<file path="src/rtl/uart_tx_fifo.sv">
// uart_tx_fifo: UART transmitter fed by a small FIFO; frames go out back-to-back while bytes are queued.
module uart_tx_fifo #(
    parameter int CLKS_PER_BIT = 217,
    parameter int DATA_BITS    = 8,
    parameter int PARITY       = 0,
    parameter int STOP_BITS    = 1,
    parameter int FIFO_DEPTH   = 4
) (
    input  logic                          i_Clock,
    input  logic                          i_Reset,
    input  logic [DATA_BITS-1:0]          i_TX_Byte,
    input  logic                          i_DV,
    output logic                          o_Ready,
    output logic                          o_Overflow,
    output logic [$clog2(FIFO_DEPTH):0]   o_FIFO_Count,
    output logic                          o_Busy,
    output logic                          o_TX_Serial
);
    localparam int AW = $clog2(FIFO_DEPTH);
    localparam int CW = $clog2(CLKS_PER_BIT);

    typedef enum logic [2:0] {S_IDLE, S_START, S_DATA, S_PARITY, S_STOP} state_t;

    state_t               state, next;
    logic [DATA_BITS-1:0] mem [FIFO_DEPTH];
    logic [AW-1:0]        wr_ptr, rd_ptr;
    logic [AW:0]          count;
    logic [CW-1:0]        clk_cnt;
    logic [2:0]           bit_cnt;
    logic [DATA_BITS-1:0] shift;
    logic                 par_bit, pop, wr, clk_done, last_data, last_stop, line;

    assign o_Ready      = count != (AW+1)'(FIFO_DEPTH);
    assign o_FIFO_Count = count;
    assign wr           = i_DV && o_Ready;
    assign clk_done     = clk_cnt == CW'(CLKS_PER_BIT - 1);
    assign last_data    = bit_cnt == 3'(DATA_BITS - 1);
    assign last_stop    = bit_cnt == 3'(STOP_BITS - 1);

    always_ff @(posedge i_Clock) begin
        if (i_Reset) state <= S_IDLE;
        else         state <= next;
    end

    // Popping in the last stop cycle lets the next start bit follow with no idle gap.
    always_comb begin
        next = state;
        pop  = 1'b0;
        case (state)
            S_IDLE:   if (|count) begin
                          next = S_START;
                          pop  = 1'b1;
                      end
            S_START:  if (clk_done) next = S_DATA;
            S_DATA:   if (clk_done && last_data) next = (PARITY != 0) ? S_PARITY : S_STOP;
            S_PARITY: if (clk_done) next = S_STOP;
            S_STOP:   if (clk_done && last_stop) begin
                          next = |count ? S_START : S_IDLE;
                          pop  = |count;
                      end
            default:  next = S_IDLE;
        endcase
        line = (state == S_START)  ? 1'b0 :
               (state == S_DATA)   ? shift[0] :
               (state == S_PARITY) ? par_bit : 1'b1;
    end

    always_ff @(posedge i_Clock) begin
        if (i_Reset) begin
            clk_cnt <= '0;
            bit_cnt <= '0;
        end else begin
            clk_cnt <= (state == S_IDLE || clk_done) ? '0 : clk_cnt + 1'b1;
            if (state != S_DATA && state != S_STOP)
                bit_cnt <= '0;
            else if (clk_done)
                bit_cnt <= ((state == S_DATA) ? last_data : last_stop) ? '0 : bit_cnt + 1'b1;
        end
    end

    always_ff @(posedge i_Clock) begin
        if (wr && !i_Reset) mem[wr_ptr] <= i_TX_Byte;
        if (pop) begin
            shift   <= mem[rd_ptr];
            par_bit <= (PARITY == 2) ^ (^mem[rd_ptr]);
        end else if (state == S_DATA && clk_done) begin
            shift <= shift >> 1;
        end
    end

    always_ff @(posedge i_Clock) begin
        if (i_Reset) begin
            wr_ptr     <= '0;
            rd_ptr     <= '0;
            count      <= '0;
            o_Overflow <= 1'b0;
        end else begin
            wr_ptr     <= wr_ptr + AW'(wr);
            rd_ptr     <= rd_ptr + AW'(pop);
            count      <= count + (AW+1)'(wr) - (AW+1)'(pop);
            o_Overflow <= i_DV && !o_Ready;
        end
    end

    // Line and busy are registered together so busy covers exactly the bits on the wire.
    always_ff @(posedge i_Clock) begin
        if (i_Reset) begin
            o_TX_Serial <= 1'b1;
            o_Busy      <= 1'b0;
        end else begin
            o_TX_Serial <= line;
            o_Busy      <= state != S_IDLE;
        end
    end
endmodule

</file>
<file path="config.mk">
export PLATFORM = sky130hd
export DESIGN_NAME = uart_tx_fifo
export DESIGN_NICKNAME = d
export VERILOG_FILES = /design/src/rtl/uart_tx_fifo.sv
export SDC_FILE = /design/constraint.sdc
export NUM_CORES = 1
export LEC_CHECK = 0
export CAP_MARGIN = 15
export CORE_MARGIN = 1
export CORE_UTILIZATION = 38
export DETAILED_ROUTE_END_ITERATION = 7
export REMOVE_ABC_BUFFERS = 1
export SLEW_MARGIN = 5
export SYNTH_ARGS = -nofsm -noshare
export SYNTH_HDL_FRONTEND = slang
export SYNTH_SLANG_ARGS = --single-unit
</file>
<file path="constraint.sdc">
create_clock -name i_Clock -period 3.2 [get_ports i_Clock]
set_input_delay 0.64 -clock i_Clock [delete_from_list [all_inputs] [get_ports i_Clock]]
set_output_delay 0.64 -clock i_Clock [all_outputs]
set_load 0.005 [all_outputs]
</file>
Yosys cells after proc, flatten, opt, wreduce, memory -nomap -nowiden
Memory sizes are Yosys's and may differ from the RTL's. A register that Yosys moved wholly into a read port is not among the register bits.
Index checks and enable logic that the tools add are counted.

word-level totals
  memories = 1
  RAM bits = 32
  output and inout bits = 7
  word-level logic and storage cells = 71
  register bits = 33
  input bits = 11
  bits in latches = 0
  bits in read-only memories = 0

cells by class
  bitwise gates (word level) = 0
  add/subtract/negate cells = 6
  reductions and logical operators = 19
  div/mod/pow operators = 0
  shifts and indexed selects = 0
  eq/ne operators = 14
  $lt $le $gt $ge = 0
  muxes and demuxes = 20
  $mul = 0

memory list
  name  words  bits a word  read ports  clocked after memory_dff  write ports  RTL line  text
  mem   4      8            1           1                         1            25        logic [DATA_BITS-1:0] mem [FIFO_DEPTH];

operator list
  operator                                                                count
  3-bit two-way mux                                                       6
  8-bit two-way mux                                                       2
  3-bit case mux with 5 select lines                                      1
  2-bit != test (second input constant)                                   5
  1-bit two-way mux                                                       9
  8-bit by 1-bit adder with 8-bit output (second input constant)          1
  8-bit equality test (second input constant)                             1
  8-bit parity                                                            1
  1-bit logical AND                                                       7
  3-bit by 2-bit equality test with 1-bit output (second input constant)  2
  3-bit equality test (second input constant)                             2
  3-bit logical NOT                                                       2
  3-bit != test (second input constant)                                   2
  5-bit AND reduction                                                     1
  2-bit by 1-bit adder with 2-bit output                                  2
  2-bit OR reduction                                                      2
  3-bit by 1-bit adder with 3-bit output                                  1
  3-bit by 1-bit adder with 3-bit output (second input constant)          1
  3-bit by 1-bit equality test with 1-bit output (second input constant)  1
  3-bit by 2-bit != test with 1-bit output (second input constant)        1
  3-bit nonzero test                                                      1
  3-bit OR reduction                                                      1
  3-bit by 1-bit subtractor with 3-bit output                             1
  1-bit logical NOT                                                       2
  other kinds (4)                                                         4

Depth between registers and ports, before layout
Gate-level depths: netlist (run 1).

  depth in word-level cells = 6
  gate-level depth with buffers = 12
  mapped depth without buffers = 11

Worst setup path after synthesis (run 1)
Ideal clock, no wire load.

  kind = reg-to-reg
  start = register clk_cnt[0]
  end = register count[2] (netlist: o_FIFO_Count[2])
  setup time = 0.128 ns
  setup slack = 0.741 ns
  stages on the path, launching flop included = 13
  clock period less this slack = 2.459 ns
  data arrival time = 2.332 ns
  path buffers = 1
  required time = 3.072 ns
  cells stage by stage = dfxtp_1 inv_1 ha_1 nand4_2 o41ai_4 nand2_2 buf_6 xnor2_1 ha_1 fa_1 xnor2_1 xnor2_1 nor2_1

on the way
  cells in the longest elaborated chain, start to end = 5

ends and longest elaborated chain
  what                                         RTL line  text
  start, declared                              28        logic [CW-1:0] clk_cnt;
  start signal, assigned                       73        clk_cnt <= (state == S_IDLE || clk_done) ? '0 : clk_cnt + 1'b1;
  8-bit equality test                          36        assign clk_done = clk_cnt == CW'(CLKS_PER_BIT - 1);
  1-bit logical AND                            57        S_STOP: if (clk_done && last_stop) begin
  1-bit two-way mux                            57
  1-bit case mux with 2 select lines           49        case (state)
  3-bit by 1-bit subtractor with 3-bit output  100       count <= count + (AW+1)'(wr) - (AW+1)'(pop);
  end signal, assigned                         100
  end, declared                                27        logic [AW:0] count;

Every way passes these cells.
A chain may end at the register's enable or synchronous reset.

Worst setup path after layout (run 1)
  start = register clk_cnt[0]
  end = register count[2] (netlist: o_FIFO_Count[2])

on the way
  cells in the longest elaborated chain, start to end = 5

ends and longest elaborated chain
  what                                         RTL line  text
  8-bit equality test                          36
  1-bit logical AND                            57
  1-bit two-way mux                            57
  1-bit case mux with 2 select lines           49
  named net pop                                31        logic par_bit, pop, wr, clk_done, last_data, last_stop, line;
  3-bit by 1-bit subtractor with 3-bit output  100

The timed path passes the listed nets, and every way through them passes these cells.

==> metrics list, run 1 <==
- Util after Layout: 47.2%
- The detailed router placed 1,547 vias in this run.
- Crit path required time: 3.42 ns
- Reg2reg setup slack: 0.75 ns
* Post-DR vias/cell: 4.72
- Once the clock tree was built, the setup fixing pass inserted 0 buffers.
- Summed over all layers, the routed wires come to 4450 µm.
* Worst-margin pin slew: 0.669 ns
* Chain of cells forming the critical path: inv_1, ha_1, nand4_2, o41ai_4, nand2_2, buf_4, inv_1, nand2_1, fa_1, xnor2_1, xnor2_1, nor2_1
- The first global-routing pass estimated 7340 µm of wire.
- Synthesis handed over a netlist of 198 instances.
- Longest individual stage delay on the worst path: 0.42 ns
- Placed cell count: 311
- Maximum vdd ir drop: 0.404 mV
* Layout cell share with drive strength beyond 1: 17.7%
* Number of instances on the worst hold path: 1
- Total inserted antenna cells: 0
- Uppermost layer routed: met4
- Antenna viol nets, final: 0
- Arrival time of data at the critical path endpoint: 2.68 ns
- Wire segments on met3 add up to 212 µm in the final route.
- Top-area cell type share of the netlist area: 44.6%
- IO Port Bufs: 17
- Largest driver fanout on the critical path: 11
- Share of the yosys chip area belonging to registers: 62.0%
* Slew Limit Fails: 0
- Horiz. Die Dim: 87.2 µm
* CTS tree: yes
- During I/O placement, the number of pins put on the boundary was 18.
- At the placement stage, the worst setup path has a slack of 0.728 ns.
* Reg-to-reg startpoint: clk_cnt[0]$_SDFF_PP0_
- HP Class: flip-flop to flip-flop
- Post-synthesis cell area: 2760 µm²
- Dividing the synthesized area by the synthesized cell count gives 13.9 µm².
- Total Neg Setup Slack: 0 ns
* Setup ws final: 0.746 ns
* Slowest library cell on the worst path: sky130_fd_sc_hd__o41ai_4
- Worst-path clk slew: 0.07 ns
- Nature of the critical path endpoint: flip-flop
- Clock skew on the completed layout was measured at 0.00849 ns.
* Count of warnings emitted by yosys: 0
* Worst relative slew slack: 55.4%
- Initial antenna violation count: 0
- Number of synthesized register bits: 65
- Global route total overflow: 0
- For this configuration, the core starts out at a cell density of 40.0%.
* Maximum number of buffers from clock root to sink: 2
- Area growth syn-to-layout: 18.1%
* Worst Hold Margin: 0.462 ns
- Floorplan die height: 87.2 µm
- In this run the static leakage power is 1.13 nW.
- Drt pass-1 iters: 4
- Buffers inserted during clock tree synthesis total 9.
* Depth of the worst register-to-register path: 12
- Met1 Wirelength: 2060 µm
- Yosys mapped a number of flops with a built-in enable equal to 41.
- Unrepaired setup endpoints after global routing: no
- Leaving out filler cells and counting taps, the final layout contains 328.
* Commonest register cell after synthesis: sky130_fd_sc_hd__edfxtp_1
- Area of the die: 7610 µm²
- The tool flagged a number of max-cap violations equal to 0.
- In this run the most critical hold path is launched from clk_cnt[0]$_SDFF_PP0_.
- Maximum number of pins on one net before global-route repair: 17
* Cell type with the largest total area after synthesis: sky130_fd_sc_hd__edfxtp_1
* Number of placement rows: 30
- Final-report setup violation count: 0
- In this run the clock root is driven by a sky130_fd_sc_hd__clkbuf_8.
- The later pin in the worst-skew pair is clocked with a latency of 0.34 ns.
* Drc violations: 0
* Number of nets in the layout: 246
- Static timing analysis puts the maximum clock frequency at 407 MHz.
- Dpl hpwl: 3110 µm
- Iteration-0 DRC Markers: 67
- For hold timing, the worst endpoint is clk_cnt[0]$_SDFF_PP0_.
* Dominant cells by area after synthesis: sky130_fd_sc_hd__edfxtp_1 45%, sky130_fd_sc_hd__dfxtp_1 17%, sky130_fd_sc_hd__mux4_2 6.5%
- Global routing used 13.5% of the available tracks across all layers.
- Sink Count: 65
- The run finished with clean final reports.
* Share of the clock period used by the worst path after layout: 76.7%
* Area inside the core boundary: 6910 µm²
- Cts hold-fix bufs: 0
- Final hold violation count: 0
* H-tree depth reported by CTS: 3
* Time the final worst path needs with I/O delays and setup: 2.45 ns
* R2R Path End: o_FIFO_Count[2]$_SDFF_PP0_
- The via count of the first global-routing pass is 1,451.
- The critical path is of the flip-flop to flip-flop type.
* # resized after CTS: 0
- Routed wire per std cell: 13.6 µm
- Counting distinct cell types in the post-synthesis netlist gives 34.
- Counting flops with an async set or reset pin after synthesis yields a share of 0%.
- Power density over the cells: 852 nW/µm²
* Global placement routability congestion: 0.736
- Summed over all nets, wire length on met2 after detailed routing comes to 2140 µm.
* CP Launch Type: flip-flop
power by group:
group	switching, mW	leakage, nW	internal (mW)	total (mW)
Sequential	0.114	0.573	1.10	1.21
Combinational	0.381	0.461	0.486	0.866
Clock	0.334	0.0925	0.366	0.700
registers in the layout, indices dropped and copies added (netlist names), 2 cells and up:
| name | cells |
|---|---|
| bit_cnt | 3 |
| clk_cnt | 8 |
| mem | 32 |
| o_FIFO_Count | 3 |
| rd_ptr | 2 |
| shift | 8 |
| state | 3 |
| wr_ptr | 2 |
cells in the final DEF (no fill, tap or decap), drive strengths merged, types with 3 or more instances in the layout:
| cell | count |
|---|---|
| o21ai | 3 |
| dfxtp | 24 |
| clkinvlp | 3 |
| a21oi | 5 |
| nor2 | 19 |
| buf | 6 |
| edfxtp | 41 |
| nand2 | 14 |
| and3 | 4 |
| or3 | 3 |
| clkdlybuf4s50 | 17 |
| ha | 7 |
| nand2b | 3 |
| mux2 | 7 |
| inv | 9 |
| nor2b | 6 |
| xnor2 | 12 |
| mux4 | 8 |
| nand3 | 7 |
| nor3 | 3 |
| clkbuf | 9 |
| xor2 | 6 |
per-layer routing:
metal / vias to the layer above / GRT usage [%]
li1: 775 / -
met1: 737 / 16.9
met2: 30 / 20.6
met3: 5 / 5.97
met4: 0 / 4.92
met5: - / 0
cell usage after synthesis, types with 3 or more instances:
library cell and n:
sky130_fd_sc_hd__inv_1 7, sky130_fd_sc_hd__mux2_4 5, sky130_fd_sc_hd__nor3_1 3, sky130_fd_sc_hd__xor2_1 6, sky130_fd_sc_hd__edfxtp_1 41, sky130_fd_sc_hd__a21oi_1 5, sky130_fd_sc_hd__mux4_2 8, sky130_fd_sc_hd__nor2b_1 6
sky130_fd_sc_hd__nand3_1 7, sky130_fd_sc_hd__ha_1 7, sky130_fd_sc_hd__nor2_1 19, sky130_fd_sc_hd__and3_1 4, sky130_fd_sc_hd__o21ai_0 3, sky130_fd_sc_hd__dfxtp_1 24, sky130_fd_sc_hd__nand2_1 13, sky130_fd_sc_hd__or3_1 3
sky130_fd_sc_hd__xnor2_1 12, sky130_fd_sc_hd__nand2b_1 3
cell families after synthesis:
| kind of cell | synth area share (%) |
|---|---|
| AOI/OAI and AO/OA | 3.58 |
| xor gates and xnor gates | 5.71 |
| adders and majority gates | 3.90 |
| buffers and inverters | 2.22 |
| DFF | 62.0 |
| muxes | 10.8 |
| and+or+nand+nor | 11.8 |
final cells by class:
class	instances	area (µm²)
clock buffers	9	124
clock inverters	7	78.8
fillers	635	3650
inverters	7	26.3
multi-input cells	121	987
flip-flops and latches	65	1710
well taps	96	120
repair buffers	23	213
worst max-delay path, delay by kind of cell, from the launching register on:
family / cells / cell delay, ns
AO/OA/AOI/OAI: 1 / 0.42
XOR/XNOR: 2 / 0.31
adder cells (fa/ha/maj): 2 / 0.52
buffers and inverters: 3 / 0.36
flip-flops: 1 / 0.33
AND/OR/NAND/NOR: 4 / 0.40
through the flow:
stage	power (mW)	instance area, µm²
CTS	2.81	3260
finish	2.78	3260
detailed placement	2.11	3050
global route	2.95	3260
global placement	2.10	3050
floorplan	1.86	2730
how the worst max path moves through the flow:
stage / start / endpoint / slack, ns / depth (start not counted)
final: clk_cnt[0]$_SDFF_PP0_ / o_FIFO_Count[2]$_SDFF_PP0_ / 0.75 / 12
after global routing: clk_cnt[0]$_SDFF_PP0_ / o_FIFO_Count[2]$_SDFF_PP0_ / 0.56 / 12
after CTS: clk_cnt[0]$_SDFF_PP0_ / shift[2]$_DFFE_PP_ / 0.68 / 5
after detailed placement: i_DV / o_FIFO_Count[2]$_SDFF_PP0_ / 0.73 / 9
after global placement: i_DV / o_FIFO_Count[2]$_SDFF_PP0_ / 0.76 / 9
after floorplan: clk_cnt[0]$_SDFF_PP0_ / o_FIFO_Count[2]$_SDFF_PP0_ / 0.72 / 11
Note: power is estimated with default switching activity, not from simulation.
==> inputs of run 2 (changes only) <==
==> constraint.sdc (replaced) <==
create_clock -name i_Clock -period 2.01 [get_ports i_Clock]
set_input_delay 0.402 -clock i_Clock [delete_from_list [all_inputs] [get_ports i_Clock]]
set_output_delay 0.402 -clock i_Clock [all_outputs]
set_load 0.005 [all_outputs]
==> metrics list, run 2 (same netlist as run 1, synthesis figures left out) <==
- Unrepaired setup endpoints after global routing: yes
- Worst-path clk slew: 0.08 ns
* Slew Limit Fails: 0
- The worst pin sits at a relative slew slack of 67.1%.
- Initial antenna violation count: 0
* Starting Density: 40.0%
- Global routing used 14.6% of the available tracks across all layers.
* Aggregate routed wire length: 4780 µm
* Drt pass-1 iters: 4
- Number of flip-flops under the largest register name: 32
- Clk network pwr share: 23.2%
- Net switching is 29.3% of the power.
- Post-DR vias/cell: 4.66
- Leakage: 1.32 nW
- Total power: 4.78 mW
* Start-to-end type of the worst setup path: flip-flop to flip-flop
* Maximum number of pins on one net before global-route repair: 14
* Time the final worst path needs with I/O delays and setup: 2.22 ns
* Area of the die: 7610 µm²
- Total Neg Setup Slack: -0.318 ns
- Area inside the core boundary: 6910 µm²
* Nature of the critical path endpoint: flip-flop
* Util after Layout: 51.8%
- Across the run, the number of max-cap violations was 0.
* Most prevalent standard cell on the critical path: sky130_fd_sc_hd__xnor2_1
- In the finished design, the share of the clock period the worst path needs comes to 110%.
- Overall via count from detail_route: 1,682
- Slowest library cell on the worst path: sky130_fd_sc_hd__o41ai_4
- Of the total power, registers draw 38.2%.
- Combinational share of power: 38.5%
- Dpl hpwl: 3410 µm
- Antenna viol nets, final: 0
- The internal portion of the total power is 3.37 mW.
* Global placement routability congestion: 0.750
- Worst-margin pin slew: 0.492 ns
- TritonCTS buffer count: 9
* Horiz. Die Dim: 87.2 µm
- In this run, post-CTS hold repair placed 0 buffers.
* Power spent charging and discharging nets: 1.40 mW
* First-pass GRT wire length: 8030 µm
- After detailed routing, the average wire length per cell comes to 13.2 µm.
- The number of endpoints with negative hold slack in the final report is 0.
- Most used cells in the layout excluding fill and tap cells: 41 x sky130_fd_sc_hd__edfxtp_1, 35 x sky130_fd_sc_hd__buf_4, 23 x sky130_fd_sc_hd__dfxtp_1, 19 x sky130_fd_sc_hd__nor2_1, 17 x sky130_fd_sc_hd__clkdlybuf4s50_1
- For this block, the initial DRC count from the detailed router was 51.
- CTS root buf: sky130_fd_sc_hd__clkbuf_8
- During placement, the flow inserted port buffers numbering 17.
* CP Launch Type: flip-flop
* Maximum vdd ir drop: 0.744 mV
* Final-report setup violation count: 3
- Later-pin clock latency in the skew report: 0.34 ns
- HP Class: flip-flop to flip-flop
- Static timing analysis puts the maximum clock frequency at 451 MHz.
- Compared with the post-synthesis result, the final layout area differs by 29.6%.
- Chain of cells forming the critical path: inv_2, ha_4, nand2b_4, o41ai_4, nand2_2, xnor2_1, ha_2, fa_2, xnor2_2, xnor2_1, nor2_1
- The number of buffers and inverters on the critical path is 1.
- CTS saw 65 sinks.
- The net count of the finished layout is 279.
- Maximum number of buffers from clock root to sink: 2
- Post-detailed-placement cell area: 3310 µm²
- The floorplan step set the die height to 87.2 µm.
- CTS tree: yes
- H-tree depth reported by CTS: 3
* I/O pin cnt: 18
- After floorplanning, the core was divided into 30 placement rows.
- Commonest non-fill, non-tap cell in the layout: sky130_fd_sc_hd__edfxtp_1
- Post-placement worst setup slack: -0.326 ns
* Violations in the final reports: setup timing
* Number of global-route vias before repair: 1,749
- Worst clock skew: 0.0104 ns
- Setup ws final: -0.207 ns
* Crit path required time: 2.26 ns
* Layout cell share with drive strength beyond 1: 31.3%
- In this run the power density over the cells is 1340 nW/µm².
* Total inserted antenna cells: 0
* Largest registers ranked by flip-flop count: mem x32, clk_cnt x8, shift x8
* Drc violations: 0
* Largest driver fanout on the critical path: 2
- After global routing the overflow that remains totals 0.
- The register with the most flip-flops in the final layout is mem.
- On the worst path, the slowest cell contributes a delay of 0.38 ns.
* Kind of cell with the highest combined delay on the critical path: adder cells
- The run finished, with violations left.
* Layout Cell Area excl Fill: 3580 µm²
- For the worst setup path, the data arrival time is 2.46 ns.
==> run 2: cell count changes in the layout (fill, tap and decap cells not counted), moves of 2 or more <==
| cell | change |
|---|---|
| sky130_fd_sc_hd__ha_1 | -2 |
| sky130_fd_sc_hd__buf_6 | +2 |
| sky130_fd_sc_hd__inv_1 | -2 |
| sky130_fd_sc_hd__inv_2 | +2 |
| sky130_fd_sc_hd__buf_4 | +30 |
==> run 2: worst reg2reg max path, delay by kind of cell, from the launching register on <==
| kind | cells | cell delay [ns] |
|---|---|---|
| adders and majority gates | 3 | 0.66 |
| xor gates and xnor gates | 3 | 0.45 |
| AOI/OAI and AO/OA | 1 | 0.38 |
| DFF | 1 | 0.32 |
| buffers and inverters | 1 | 0.07 |
| and+or+nand+nor | 3 | 0.24 |
==> run 2: repair_timing <==
item,CTS,global route
pin swaps,7,0
resized for setup,14,2
buffers inserted,1,0
endpoints found under the setup margin,3,16
cloned,0,0
==> run 2: power by group through the flow <==
stage / sequential, mW / combinational, mW / clock (mW)
after floorplan: 1.91 / 1.05 / 0
after global placement: 1.85 / 1.71 / 0
after detailed placement: 1.86 / 1.73 / 0
after CTS: 1.83 / 1.84 / 1.14
after global routing: 1.85 / 2.02 / 1.19
final: 1.83 / 1.84 / 1.11
==> run 2: final cells by class <==
cell class	count	area, µm²
clock buffers	9	124
clock inverters	7	76.3
fillers	618	3330
inverters	7	26.3
multi-input cells	121	1030
flip-flops and latches	65	1710
well taps	96	120
repair buffers	56	490
==> run 2: worst paths after layout <==
kind	start	end	slack, ns	cells after the start
setup reg to reg	bit_cnt[0]$_SDFFE_PP0N_	o_FIFO_Count[2]$_SDFF_PP0_	-0.21	11
hold reg to reg	clk_cnt[0]$_SDFF_PP0_	clk_cnt[0]$_SDFF_PP0_	0.53	2
hold / removal	clk_cnt[0]$_SDFF_PP0_	clk_cnt[0]$_SDFF_PP0_	0.53	2
setup / recovery	bit_cnt[0]$_SDFFE_PP0N_	o_FIFO_Count[2]$_SDFF_PP0_	-0.21	11
==> run 2: per-layer routing <==
metal	track usage, %	wire length [µm]	vias up
met4	5.37	71	0
li1	-	-	842
met3	5.97	202	6
met1	17.2	2200	810
met5	0	0	-
met2	24.1	2300	24
==> run 2: through the flow <==
| step | hold WS [ns] | cells |
|---|---|---|
| 6_report | 0.525 | 361 |
| 5_1_grt | 0.553 | 361 |
| 4_1_cts | 0.532 | 361 |
| 3_5_place_dp | 0.521 | 344 |
| 3_3_place_gp | 0.508 | 344 |
| 2_1_floorplan | 0.430 | 193 |
==> inputs of run 3 (changes only) <==
--- a/config.mk
+++ b/config.mk
@@ -6,6 +6,7 @@
 export NUM_CORES = 1
 export LEC_CHECK = 0
 export CAP_MARGIN = 15
+export CORE_ASPECT_RATIO = 1.4
 export CORE_MARGIN = 1
 export CORE_UTILIZATION = 38
 export DETAILED_ROUTE_END_ITERATION = 7
==> metrics list, run 3 (same netlist as run 1, synthesis figures left out) <==
- Result of the run: finished with violations
* Violations in the final reports: setup timing
- Global route total overflow: 0
- The global routing stage identified its most utilized layer as met2.
* Largest registers ranked by flip-flop count: mem x32, clk_cnt x8, shift x8
- Across the VDD grid, the largest voltage drop is 0.686 mV.
* Worst-margin pin slew: 0.507 ns
- The smallest clock period supported by the final layout is computed as 2.22 ns.
- The register with the most flip-flops in the final layout is mem.
* GR Util met2: 25.0%
- Sequential power share: 38.5%
- Share of the clock period used by the worst path after layout: 110%
* Global Route met1 Usage: 16.7%
- Sink Count: 65
- The cell sitting at the root of the clock tree is a sky130_fd_sc_hd__clkbuf_8.
* Nature of the critical path endpoint: flip-flop
* Layout cell share with drive strength beyond 1: 31.3%
- Power spent charging and discharging nets: 1.41 mW
- The slowest stage of the critical path belongs to the cell sky130_fd_sc_hd__o41ai_4.
- TritonCTS built the clock tree.
* Fraction of power spent switching nets: 29.4%
- For the final database, setup skew stands at 0.00877 ns.
* Total inserted antenna cells: 0
- Crit path required time: 2.24 ns
- Leaving out fill and tap cells, the most frequent cells in the layout are 41 x sky130_fd_sc_hd__edfxtp_1, 35 x sky130_fd_sc_hd__buf_4, 22 x sky130_fd_sc_hd__dfxtp_1, 19 x sky130_fd_sc_hd__nor2_1, 16 x sky130_fd_sc_hd__clkdlybuf4s50_1.
- H-tree depth reported by CTS: 3
- Setup ws final: -0.210 ns
- At the end of routability-driven placement, the weighted congestion stood at 0.746.
- Global-route track usage on met3: 3.23%
- Maximum number of buffers from clock root to sink: 2
* HP Class: flip-flop to flip-flop
- Summed over all layers, the routed wires come to 4710 µm.
* First-pass GRT wire length: 8080 µm
* Number of standard cells in the final layout excluding fillers: 360
- Derived from the worst setup path, the maximum achievable clock frequency is 451 MHz.
- Timing analysis after detailed placement gives a worst setup slack of -0.326 ns.
* Layout Cell Area excl Fill: 3590 µm²
- Area growth syn-to-layout: 30.0%
- Worst relative slew slack: 66.1%
- I/O pin cnt: 18
- Longest individual stage delay on the worst path: 0.36 ns
- The floorplan step defined a die boundary enclosing 7610 µm².
- Power density over the cells: 1330 nW/µm²
- Max-cap viol count: 0
- Summed over all cells, the static leakage comes to 1.31 nW.
* Clk network pwr share: 23.2%
- After clock tree synthesis, the clock-pin slew on the worst setup and hold paths is 0.08 ns.
- In this run, post-CTS hold repair placed 0 buffers.
* Starting Density: 39.5%
- Overall via count from detail_route: 1,680
- In this run the vertical extent of the chip is 103 µm.
* Largest driver fanout on the critical path: 2
- Horiz. Die Dim: 74.0 µm
- The signal on the critical path passes through inv_2, ha_4, nand4_4, o41ai_4, nand2_2, xnor2_1, ha_2, fa_2, xnor2_2, xnor2_1, nor2_1.
* Buffer and inverter count on the worst path: 1
* Kind of cell with the highest combined delay on the critical path: adder cells
- Final-report setup violation count: 2
* Maximum number of pins on one net before global-route repair: 14
* Most prevalent standard cell on the critical path: sky130_fd_sc_hd__xnor2_1
- Total power: 4.78 mW
- Total global-route track usage: 14.9%
- Start-to-end type of the worst setup path: flip-flop to flip-flop
* Antenna viol nets, final: 0
* Post-DR vias/cell: 4.67
- The internal portion of the total power is 3.38 mW.
* Slew Limit Fails: 0
* Routed wire per std cell: 13.1 µm
- The core region is 6980 µm².
- Once placement completed, the tool counted placed cells totaling 342.
- Setup repair after global routing could not meet its margin everywhere.
* Drc violations: 0
- The number of endpoints with negative hold slack in the final report was 0.
* Drt pass-1 iters: 4
- Leaving out fill and tap cells, the most frequent cell in the layout is sky130_fd_sc_hd__edfxtp_1.
* Number of flip-flops under the largest register name: 32
* TritonCTS buffer count: 9
* IO Port Bufs: 17
- Dpl hpwl: 3380 µm
* Iteration-0 DRC Markers: 42
* CP Launch Type: flip-flop
- For the worst setup path, the data arrival time is 2.45 ns.
* Initial antenna violation count: 0
* Number of global-route vias before repair: 1,755
- Combinational share of power: 38.4%
* Number of nets in the layout: 279
- In this run the core area contains 36 standard-cell rows.
* Post-detailed-placement cell area: 3320 µm²
- Later-pin clock latency in the skew report: 0.33 ns
run 3: changes by cell type in the layout (fill, tap and decap cells not counted), sizes merged:
cell	previous run	this run
clkinvlp	2	3
dlygate4sd2	0	1
inv	9	8
clkdlybuf4s50	17	16
run 3: worst min-delay path, delay by kind of cell (launching register included):
family	cells	cell delay (ns)
buffers and inverters	1	0.11
flip-flops	1	0.34
AND/OR/NAND/NOR	1	0.04
run 3: power groups by stage:
stage	clock, mW	combinational, mW	sequential, mW
5_1_grt	1.20	2.03	1.86
6_report	1.11	1.84	1.84
4_1_cts	1.14	1.85	1.84
2_1_floorplan	0	1.05	1.91
3_3_place_gp	0	1.72	1.86
3_5_place_dp	0	1.73	1.86
run 3: path summary, 6_finish.rpt:
| check | from | end | slack, ns | depth (start not counted) |
|---|---|---|---|---|
| max reg2reg | clk_cnt[0]$_SDFF_PP0_ | o_FIFO_Count[2]$_SDFF_PP0_ | -0.21 | 11 |
| max | clk_cnt[0]$_SDFF_PP0_ | o_FIFO_Count[2]$_SDFF_PP0_ | -0.21 | 11 |
| min | clk_cnt[0]$_SDFF_PP0_ | clk_cnt[0]$_SDFF_PP0_ | 0.52 | 2 |
| min reg2reg | clk_cnt[0]$_SDFF_PP0_ | clk_cnt[0]$_SDFF_PP0_ | 0.52 | 2 |
run 3: through the flow:
step,hold slack [ns],util [%],setup TNS [ns]
4_1_cts,0.517,51.3,-0.307
3_5_place_dp,0.515,47.5,-0.471
5_1_grt,0.542,51.4,-0.841
2_1_floorplan,0.430,-,-1.94
6_report,0.519,51.4,-0.315
3_3_place_gp,0.508,47.5,-0.419
run 3: area by class of cell:
type	instances	area [µm²]
multi-input combinational	121	1030
sequential	65	1710
fill	638	3390
timing repair buffer	56	498
tap	95	119
clock inverter	7	78.8
inverter	7	26.3
clock buffer	9	124
run 3: what timing repair did:
| action | in CTS | in global routing |
|---|---|---|
| cloned | 0 | 0 |
| resized for setup | 14 | 3 |
| endpoints found under the setup margin | 3 | 17 |
| pin swaps | 7 | 0 |
| setup buffers | 2 | 0 |
run 3: metal layers:
layer | vias up | wire length [µm]
li1 | 843 | -
met1 | 810 | 1990
met2 | 20 | 2510
met3 | 7 | 102
met4 | 0 | 112
met5 | - | 0
